## config.mk

```make
export PLATFORM = sky130hd
export DESIGN_NAME = multi_player_game_controller
export DESIGN_NICKNAME = d
export VERILOG_FILES = /design/src/rtl/multi_player_game_controller.sv
export SDC_FILE = /design/constraint.sdc
export NUM_CORES = 1
export LEC_CHECK = 0
export CAP_MARGIN = 20
export CORE_MARGIN = 5
export CORE_UTILIZATION = 50
export DETAILED_ROUTE_END_ITERATION = 7
export HOLD_SLACK_MARGIN = 0.15
export PLACE_DENSITY_LB_ADDON = 0.15
export SETUP_SLACK_MARGIN = 0.05
export SYNTH_ARGS = -nofsm -noshare
export SYNTH_HDL_FRONTEND = slang
export SYNTH_SLANG_ARGS = --single-unit
```

## constraint.sdc

```tcl
create_clock -name i_clk -period 1.9 [get_ports i_clk]
set_input_delay 0.475 -clock i_clk [delete_from_list [all_inputs] [get_ports i_clk]]
set_output_delay 0.475 -clock i_clk [all_outputs]
set_load 0.05 [all_outputs]
```

## src/rtl/multi_player_game_controller.sv

```systemverilog
// Multi-player sequence-match game controller.
// Runs the round flow: wait for all players to be allowed, take the round time, request a
// display sequence and a question, then collect answers from NUM_PLAYERS channels. Simultaneous
// answers are arbitrated round-robin. Wrong answerers are locked out for the current question.
// Scores are kept on chip and the game ends on MAX_SCORE or on timeout.
//
// Ports:
//   i_clk, i_rst_n        clock, asynchronous active-low reset
//   i_allow               per-player enable, all set to leave idle
//   i_start               start / continue pulse
//   i_time_enter          round time entered
//   i_timeover            round timer expired (level)
//   i_sequence_done       RNG finished the display sequence
//   i_rand_q              question symbol from RNG
//   i_load, i_in_data     per-player answer strobe and packed answers
//   o_request_seq         level, display sequence requested
//   o_request_q           one-cycle question request
//   o_timer_start         level, round timer running
//   o_q_val               latched question
//   o_pause               correct answer seen
//   o_restart             awaiting time entry
//   o_score               packed player scores
//   o_addpoint            one-cycle score-increment strobe per player
//   o_game_over           game finished
//   o_winner_valid        a player reached MAX_SCORE
//   o_winner              index of the winning player
module multi_player_game_controller #(
  parameter int unsigned NUM_PLAYERS = 2,
  parameter int unsigned SYM_W       = 3,
  parameter int unsigned SCORE_W     = 4,
  parameter int unsigned MAX_SCORE   = 15,
  parameter int unsigned IDX_W       = 3
) (
  input  logic                           i_clk,
  input  logic                           i_rst_n,
  input  logic [NUM_PLAYERS-1:0]         i_allow,
  input  logic                           i_start,
  input  logic                           i_time_enter,
  input  logic                           i_timeover,
  input  logic                           i_sequence_done,
  input  logic [SYM_W-1:0]               i_rand_q,
  input  logic [NUM_PLAYERS-1:0]         i_load,
  input  logic [NUM_PLAYERS*SYM_W-1:0]   i_in_data,
  output logic                           o_request_seq,
  output logic                           o_request_q,
  output logic                           o_timer_start,
  output logic [SYM_W-1:0]               o_q_val,
  output logic                           o_pause,
  output logic                           o_restart,
  output logic [NUM_PLAYERS*SCORE_W-1:0] o_score,
  output logic [NUM_PLAYERS-1:0]         o_addpoint,
  output logic                           o_game_over,
  output logic                           o_winner_valid,
  output logic [IDX_W-1:0]               o_winner
);

  typedef enum logic [3:0] {
    StIdle, StEnterTime, StWaitStart, StReqSeq, StWaitSeq,
    StFetch, StLoad, StCheck, StCheckEnd, StGameOver
  } state_e;

  localparam logic [SCORE_W-1:0] MaxScore = SCORE_W'(MAX_SCORE);

  state_e                         r_state, r_state_d;
  logic                           r_request_seq, r_request_seq_d;
  logic                           r_request_q, r_request_q_d;
  logic                           r_timer_start, r_timer_start_d;
  logic [SYM_W-1:0]               r_q_val, r_q_val_d;
  logic                           r_pause, r_pause_d;
  logic                           r_restart, r_restart_d;
  logic [NUM_PLAYERS*SCORE_W-1:0] r_score, r_score_d;
  logic [NUM_PLAYERS-1:0]         r_addpoint, r_addpoint_d;
  logic                           r_game_over, r_game_over_d;
  logic                           r_winner_valid, r_winner_valid_d;
  logic [IDX_W-1:0]               r_winner, r_winner_d;
  logic [NUM_PLAYERS-1:0]         r_lockout, r_lockout_d;
  logic [IDX_W-1:0]               r_rr, r_rr_d;
  logic [IDX_W-1:0]               r_grant, r_grant_d;
  logic [SYM_W-1:0]               r_answer, r_answer_d;

  logic [NUM_PLAYERS-1:0] w_eligible;
  logic                   w_found;
  logic [IDX_W-1:0]       w_grant;
  logic [SYM_W-1:0]       w_answer;
  logic [SCORE_W-1:0]     w_cur_score;
  logic                   w_win;
  logic [IDX_W-1:0]       w_win_idx;

  assign w_eligible = i_load & ~r_lockout;

  // Round-robin: first pass from the pointer upward, second pass wraps below it.
  always_comb begin
    w_found = 1'b0;
    w_grant = '0;
    for (int i = 0; i < NUM_PLAYERS; i++) begin
      if (!w_found && (i >= int'(r_rr)) && w_eligible[i]) begin
        w_found = 1'b1;
        w_grant = IDX_W'(i);
      end
    end
    for (int i = 0; i < NUM_PLAYERS; i++) begin
      if (!w_found && (i < int'(r_rr)) && w_eligible[i]) begin
        w_found = 1'b1;
        w_grant = IDX_W'(i);
      end
    end
  end

  always_comb begin
    w_answer    = '0;
    w_cur_score = '0;
    for (int i = 0; i < NUM_PLAYERS; i++) begin
      if (IDX_W'(i) == w_grant) w_answer = i_in_data[i*SYM_W +: SYM_W];
      if (IDX_W'(i) == r_grant) w_cur_score = r_score[i*SCORE_W +: SCORE_W];
    end
  end

  // Lowest-index player at MAX_SCORE wins; scan downward so the lowest assignment sticks.
  always_comb begin
    w_win     = 1'b0;
    w_win_idx = '0;
    for (int i = NUM_PLAYERS - 1; i >= 0; i--) begin
      if (r_score[i*SCORE_W +: SCORE_W] == MaxScore) begin
        w_win     = 1'b1;
        w_win_idx = IDX_W'(i);
      end
    end
  end

  always_comb begin
    r_state_d        = r_state;
    r_request_seq_d  = r_request_seq;
    r_request_q_d    = 1'b0;
    r_timer_start_d  = r_timer_start;
    r_q_val_d        = r_q_val;
    r_pause_d        = r_pause;
    r_restart_d      = r_restart;
    r_score_d        = r_score;
    r_addpoint_d     = r_addpoint;
    r_game_over_d    = r_game_over;
    r_winner_valid_d = r_winner_valid;
    r_winner_d       = r_winner;
    r_lockout_d      = r_lockout;
    r_rr_d           = r_rr;
    r_grant_d        = r_grant;
    r_answer_d       = r_answer;

    unique case (r_state)
      StIdle: begin
        if (&i_allow) begin
          r_restart_d = 1'b1;
          r_state_d   = StEnterTime;
        end
      end
      StEnterTime: begin
        if (i_time_enter) begin
          r_restart_d = 1'b0;
          r_state_d   = StWaitStart;
        end
      end
      StWaitStart: begin
        if (i_start) begin
          r_pause_d       = 1'b0;
          r_lockout_d     = '0;
          r_request_seq_d = 1'b1;
          r_state_d       = StReqSeq;
        end
      end
      StReqSeq: r_state_d = StWaitSeq;
      StWaitSeq: begin
        if (i_sequence_done) begin
          r_request_seq_d = 1'b0;
          r_request_q_d   = 1'b1;
          r_state_d       = StFetch;
        end
      end
      StFetch: begin
        r_q_val_d       = i_rand_q;
        r_timer_start_d = 1'b1;
        r_state_d       = StLoad;
      end
      StLoad: begin
        // A load in the same cycle as timeover takes priority; timeover is seen in CHECK_END.
        if (w_found) begin
          r_grant_d  = w_grant;
          r_answer_d = w_answer;
          r_rr_d     = (w_grant == IDX_W'(NUM_PLAYERS - 1)) ? '0 : w_grant + 1'b1;
          r_state_d  = StCheck;
        end else if (i_timeover) begin
          r_state_d = StCheckEnd;
        end
      end
      StCheck: begin
        if (r_answer == r_q_val) begin
          for (int i = 0; i < NUM_PLAYERS; i++) begin
            if (IDX_W'(i) == r_grant) begin
              r_score_d[i*SCORE_W +: SCORE_W] =
                (w_cur_score >= MaxScore) ? MaxScore : w_cur_score + 1'b1;
              r_addpoint_d[i] = 1'b1;
            end
          end
          r_pause_d = 1'b1;
          r_state_d = StCheckEnd;
        end else begin
          for (int i = 0; i < NUM_PLAYERS; i++) begin
            if (IDX_W'(i) == r_grant) r_lockout_d[i] = 1'b1;
          end
          r_state_d = (&r_lockout_d) ? StCheckEnd : StLoad;
        end
      end
      StCheckEnd: begin
        r_addpoint_d    = '0;
        r_timer_start_d = 1'b0;
        if (w_win) begin
          r_winner_d       = w_win_idx;
          r_winner_valid_d = 1'b1;
          r_game_over_d    = 1'b1;
          r_state_d        = StGameOver;
        end else if (i_timeover) begin
          r_winner_valid_d = 1'b0;
          r_game_over_d    = 1'b1;
          r_state_d        = StGameOver;
        end else begin
          r_state_d = StWaitStart;
        end
      end
      StGameOver: begin
        if (i_start) begin
          r_score_d        = '0;
          r_game_over_d    = 1'b0;
          r_winner_valid_d = 1'b0;
          r_winner_d       = '0;
          r_restart_d      = 1'b1;
          r_state_d        = StEnterTime;
        end
      end
      default: r_state_d = StIdle;
    endcase
  end

  always_ff @(posedge i_clk or negedge i_rst_n) begin
    if (!i_rst_n) begin
      r_state        <= StIdle;
      r_request_seq  <= 1'b0;
      r_request_q    <= 1'b0;
      r_timer_start  <= 1'b0;
      r_q_val        <= '0;
      r_pause        <= 1'b0;
      r_restart      <= 1'b0;
      r_score        <= '0;
      r_addpoint     <= '0;
      r_game_over    <= 1'b0;
      r_winner_valid <= 1'b0;
      r_winner       <= '0;
      r_lockout      <= '0;
      r_rr           <= '0;
      r_grant        <= '0;
      r_answer       <= '0;
    end else begin
      r_state        <= r_state_d;
      r_request_seq  <= r_request_seq_d;
      r_request_q    <= r_request_q_d;
      r_timer_start  <= r_timer_start_d;
      r_q_val        <= r_q_val_d;
      r_pause        <= r_pause_d;
      r_restart      <= r_restart_d;
      r_score        <= r_score_d;
      r_addpoint     <= r_addpoint_d;
      r_game_over    <= r_game_over_d;
      r_winner_valid <= r_winner_valid_d;
      r_winner       <= r_winner_d;
      r_lockout      <= r_lockout_d;
      r_rr           <= r_rr_d;
      r_grant        <= r_grant_d;
      r_answer       <= r_answer_d;
    end
  end

  assign o_request_seq  = r_request_seq;
  assign o_request_q    = r_request_q;
  assign o_timer_start  = r_timer_start;
  assign o_q_val        = r_q_val;
  assign o_pause        = r_pause;
  assign o_restart      = r_restart;
  assign o_score        = r_score;
  assign o_addpoint     = r_addpoint;
  assign o_game_over    = r_game_over;
  assign o_winner_valid = r_winner_valid;
  assign o_winner       = r_winner;

endmodule

```

=== Yosys cells after proc, flatten, opt, wreduce, memory -nomap -nowiden ===
Index checks and enable logic that the tools add are counted.

* $add $sub $neg: 2
* $lt $le $gt $ge: 5
* Equal/unequal tests: 27
* Muxes and demuxes: 68
* Bitwise gates (word level): 2
* Reductions and logical operators: 34

{| class="wikitable"
|+ Operators by type and width
! cell !! count
|-
| 4-bit 2-to-1 mux || 16
|-
| 4-bit one-hot mux with 10 select lines || 1
|-
| 1-bit 2-to-1 mux || 28
|-
| 3-bit 2-to-1 mux || 8
|-
| 3-bit AND reduction || 7
|-
| 2-bit != test, second input constant || 10
|-
| 4-bit by 3-bit equality test with 1-bit output, second input constant || 4
|-
| 4-bit equality test, second input constant || 4
|-
| 8-bit 2-to-1 mux || 2
|-
| 8-bit one-hot mux with 2 select lines || 1
|-
| 4-bit AND reduction || 3
|-
| 2-bit nonzero test || 6
|-
| 1-bit one-hot mux with 2 select lines || 5
|-
| 4-bit by 2-bit equality test with 1-bit output, second input constant || 2
|-
| 2-bit one-hot mux with 2 select lines || 2
|-
| 1-bit logical AND || 7
|-
| 1-bit by 3-bit equality test with 1-bit output, first input constant || 2
|-
| 1-bit by 3-bit greater-or-equal comparator with 1-bit output, first input constant || 2
|-
| 3-bit logical NOT || 2
|-
| 1-bit by 3-bit less-than comparator with 1-bit output, first input constant || 2
|-
| 2-bit 2-to-1 mux || 3
|-
| 3-bit != test, second input constant || 2
|-
| 3-bit one-hot mux with 2 select lines || 1
|-
| 2-bit AND reduction || 3
|-
| other kinds (13) || 15
|}

* Register bits after elaboration: 38
* Word-level logic and storage cells: 156

=== Logic depth before layout (Yosys ltp) ===
* Depth after elaboration: 19
* Mapped depth: 7

=== Worst setup path after synthesis ===
Ideal clock, no wire load.

* Path type: register to register
* From: register r_q_val[2], in the netlist o_q_val[2]
* To: register r_score[4], in the netlist o_score[4]
* Arrival: 1.675 ns
* Required time: 1.775 ns
* Setup slack: 0.100 ns
* Stages on the path, launching flop included: 6
* Clock period less this slack: 1.800 ns
* Cell sequence: dfrtp_1 xnor2_1 nand3_1 o21ai_1 o211a_4 mux2_4

* Cells in the longest elaborated chain, start to end: 3

{| class="wikitable"
|+ Ends and longest elaborated chain
! element !! line !! RTL
|-
| from (decl) || 68 || <nowiki>logic [SYM_W-1:0] r_q_val, r_q_val_d;</nowiki>
|-
| from (signal assigned) || 264 || <nowiki>r_q_val <= r_q_val_d;</nowiki>
|-
| 3-bit equality test || 194 || <nowiki>if (r_answer == r_q_val) begin</nowiki>
|-
| 2-bit != test (no line) || -- ||
|-
| 4-bit AND reduction (no line) || -- ||
|-
| to (signal assigned) || 267 || <nowiki>r_score <= r_score_d;</nowiki>
|-
| to (decl) || 71 || <nowiki>logic [NUM_PLAYERS*SCORE_W-1:0] r_score, r_score_d;</nowiki>
|}

Every way passes these cells.
A chain may end at the register's enable or synchronous reset.

=== Worst setup path in the final report ===
* From: input port i_start
* To: register r_state[2]

* Cells in the longest elaborated chain, start to end: 2

{| class="wikitable"
|+ Ends and longest elaborated chain
! element !! line !! RTL
|-
| from (decl) || 37 || <nowiki>input logic i_start,</nowiki>
|-
| 2-bit != test (no line) || -- ||
|-
| 6-bit AND reduction (no line) * || -- ||
|-
| to (signal assigned) || 243 || <nowiki>r_state <= StIdle;</nowiki>
|-
| to (signal assigned) || 260 || <nowiki>r_state <= r_state_d;</nowiki>
|-
| to (decl) || 64 || <nowiki>state_e r_state, r_state_d;</nowiki>
|}

Every way passes the cells marked *; elsewhere a longest branch is shown, timed or not.

==> impl_metrics.json <==
{
  "worstPathArrival_ps": 1940,
  "finalSetupViolCount": 0,
  "clk_latency_ps": 290,
  "p_sw_w": 0.00220,
  "cts_hold_buf": 0,
  "clock_sinks": 32,
  "post-route-period-util_pct": 93.2,
  "viasPerCell": 5.61,
  "yosys_warnings": 0,
  "wl_mm": 4.41,
  "cts_buffers": 5,
  "port_buffers": 39,
  "clkPwrFrac_pct": 13.6,
  "crit_path_max_fanout": 3,
  "die_width_um": 70.8,
  "clock.fmax_mhz": 565,
  "placed_area_um2": 2320,
  "synth-edff-count": 0,
  "synthArstFlopShare_pct": 100,
  "hp-class": "reg -> reg",
  "ctsRootBufferMaster": "clkbuf_8",
  "drt-pass1-iter-count": 4,
  "path_class": "in -> reg",
  "setup_ws_ps": 129,
  "powerDensity_nw_per_um2": 1940,
  "drive_gt1_share_pct": 29.2,
  "initial_core_util_pct": 50.9,
  "antenna_cells": 0,
  "drc_errors": 0,
  "ir_drop_v": 0.000979,
  "dp_hpwl_mm": 3.40,
  "pin_count": 42,
  "slew_violations": 0,
  "final_area_um2": 2440,
  "place_ws_ps": -201,
  "fin_skew_ps": 9.76,
  "rows": 22,
  "core-area_um2": 3630,
  "drtIter0Drc": 96,
  "p_int_w": 0.00252,
  "synth.top_cell.area_share_pct": 43.3,
  "hold_viol": 0,
  "clkTransAtPathRegs_ps": 70,
  "dr_total_vias": 1615,
  "area_growth_pct": 31.9,
  "synthDistinctLibCells": 50,
  "crit_path_start_kind": "primary input",
  "synth_top_flop_cell": "dfrtp_1",
  "clk_path_buf_depth": 2,
  "synth_cells": 183,
  "grt_pass1_wl_mm": 7.68,
  "gp_congestion": 0.886,
  "endpoint_kind": "register",
  "switching_share_pct": 46.6,
  "cp.required_ps": 2070,
  "fin_crit_ps": 1770,
  "nNetsFinal": 259,
  "antenna_left": 0,
  "p_leak_nw": 1.10,
  "synth_most_common_cell": "dfrtp_1",
  "grt_use_total_pct": 19.1,
  "synth.area.top_cells": "dfrtp_1 43%, mux2_4 4.1%, mux2_1 3.7%",
  "rsz0062_at_grt": "yes",
  "grt-ovfl-total": 0,
  "status": "finished clean",
  "grt_antenna_before_repair": 0,
  "seqPwrFrac_pct": 26.9,
  "syn_avg_cell_area_um2": 10.1,
  "wl_per_cell_um": 15.3,
  "synth-seq-area-share_pct": 43.3,
  "syn-cell-area_um2": 1850,
  "first_global_vias": 1659,
  "yosysTopAreaCell": "dfrtp_1",
  "cts_tree": "yes",
  "ys_seq_elements": 32,
  "grt_max_degree": 33,
  "htree_levels": 2,
  "fp.dieH_um": 70.8,
  "comb_power_share_pct": 59.5,
  "dieArea_um2": 5010,
  "timing.hold.ws_ps": 487,
  "synthTopCellsByCount": "32 x dfrtp_1, 16 x nand2_1, 15 x nor2_1",
  "drv_cap": 0
}
## state kept, by name (all words and copies together) (netlist names)
register and cells:
o_addpoint 2, o_q_val 3, o_request_seq 1, r_state 4, o_restart 1, r_rr 1
r_grant 1, o_pause 1, o_score 8, o_winner_valid 1, r_lockout 2, o_game_over 1
o_timer_start 1, o_request_q 1, o_winner 1, r_answer 3
## power groups by stage
stage          Sequential, W  Clock, W  Combinational, W
6_report             0.00127  0.000641           0.00281
5_1_grt              0.00132  0.000690           0.00302
4_1_cts              0.00127  0.000655           0.00280
3_5_place_dp         0.00128         0           0.00278
3_3_place_gp         0.00127         0           0.00271
2_1_floorplan        0.00188         0           0.00136
## cells by family (layout without fill, tap and decap cells)
kind of cell               after synthesis  count (layout)  synth area share [%]
and+or+nand+nor                         65              65                  18.9
other                                    1               2                 0.203
adders and majority gates                1               1                 0.676
DFF                                     32              32                  43.3
AOI/OAI and AO/OA                       46              46                  17.3
xor gates and xnor gates                 3               3                  1.42
buffers and inverters                   13              69                  4.13
muxes                                   22              22                  14.0
## worst paths after layout
path | start | to | slack (ps) | cells past startpoint
max reg2reg | r_state[3] | o_score[2] | 130 | 4
min | o_timer_start | o_timer_start | 490 | 1
min reg2reg | o_timer_start | o_timer_start | 490 | 1
max in group asynchronous | i_rst_n | o_request_q | 1020 | 2
min in group asynchronous | i_rst_n | r_state[3] | 580 | 2
max | i_start | r_state[2] | 130 | 5
## through the flow
stage / TNS [ps] / std cells / util (%) / total power (W)
floorplan: 0 / 184 / - / 0.00324
CTS: 0 / 288 / 66.9 / 0.00473
detailed placement: -1230 / 280 / 64.0 / 0.00406
finish: 0 / 288 / 67.1 / 0.00472
global route: 0 / 288 / 67.1 / 0.00504
global placement: -946 / 280 / 64.0 / 0.00398
## layout make-up
class                   count  area, um^2
clock buffers               6        72.6
clock inverters             2        35.0
fillers                   308        1190
inverters                   4        15.0
multi-input cells         139         982
flip-flops and latches     32         801
well taps                  48        60.1
repair buffers             57         473
## per-layer routing
layer  part of all wire (%)  GRT usage [%]  vias up
met5                      0              0        -
met4                   0.88           4.38        0
met3                    6.7           6.11        5
met2                     52           33.9       57
met1                     41           22.5      784
li1                       -              -      769
## critical path: stages
cell and delay, ps:
clkdlybuf4s50_1 430, mux2_1 300, or3_4 350, o211ai_2 70, mux2_1 330
## placed cells by master (no fill, tap or decap), drive strengths merged, types with 5 or more instances in the layout
master,count
a21oi,10
buf,39
nand2,16
nor2b,6
nand3,9
dfrtp,32
clkdlybuf4s50,18
clkbuf,6
o21ai,13
mux2i,6
o211ai,5
nand2b,5
nor2,15
mux2,16
## what timing repair did
item / in CTS / in global routing
setup endpoints to repair: 0 / 12
buffers inserted: 0 / 0
resized for setup: 0 / 2
Note: power is estimated with default switching activity, not from simulation.
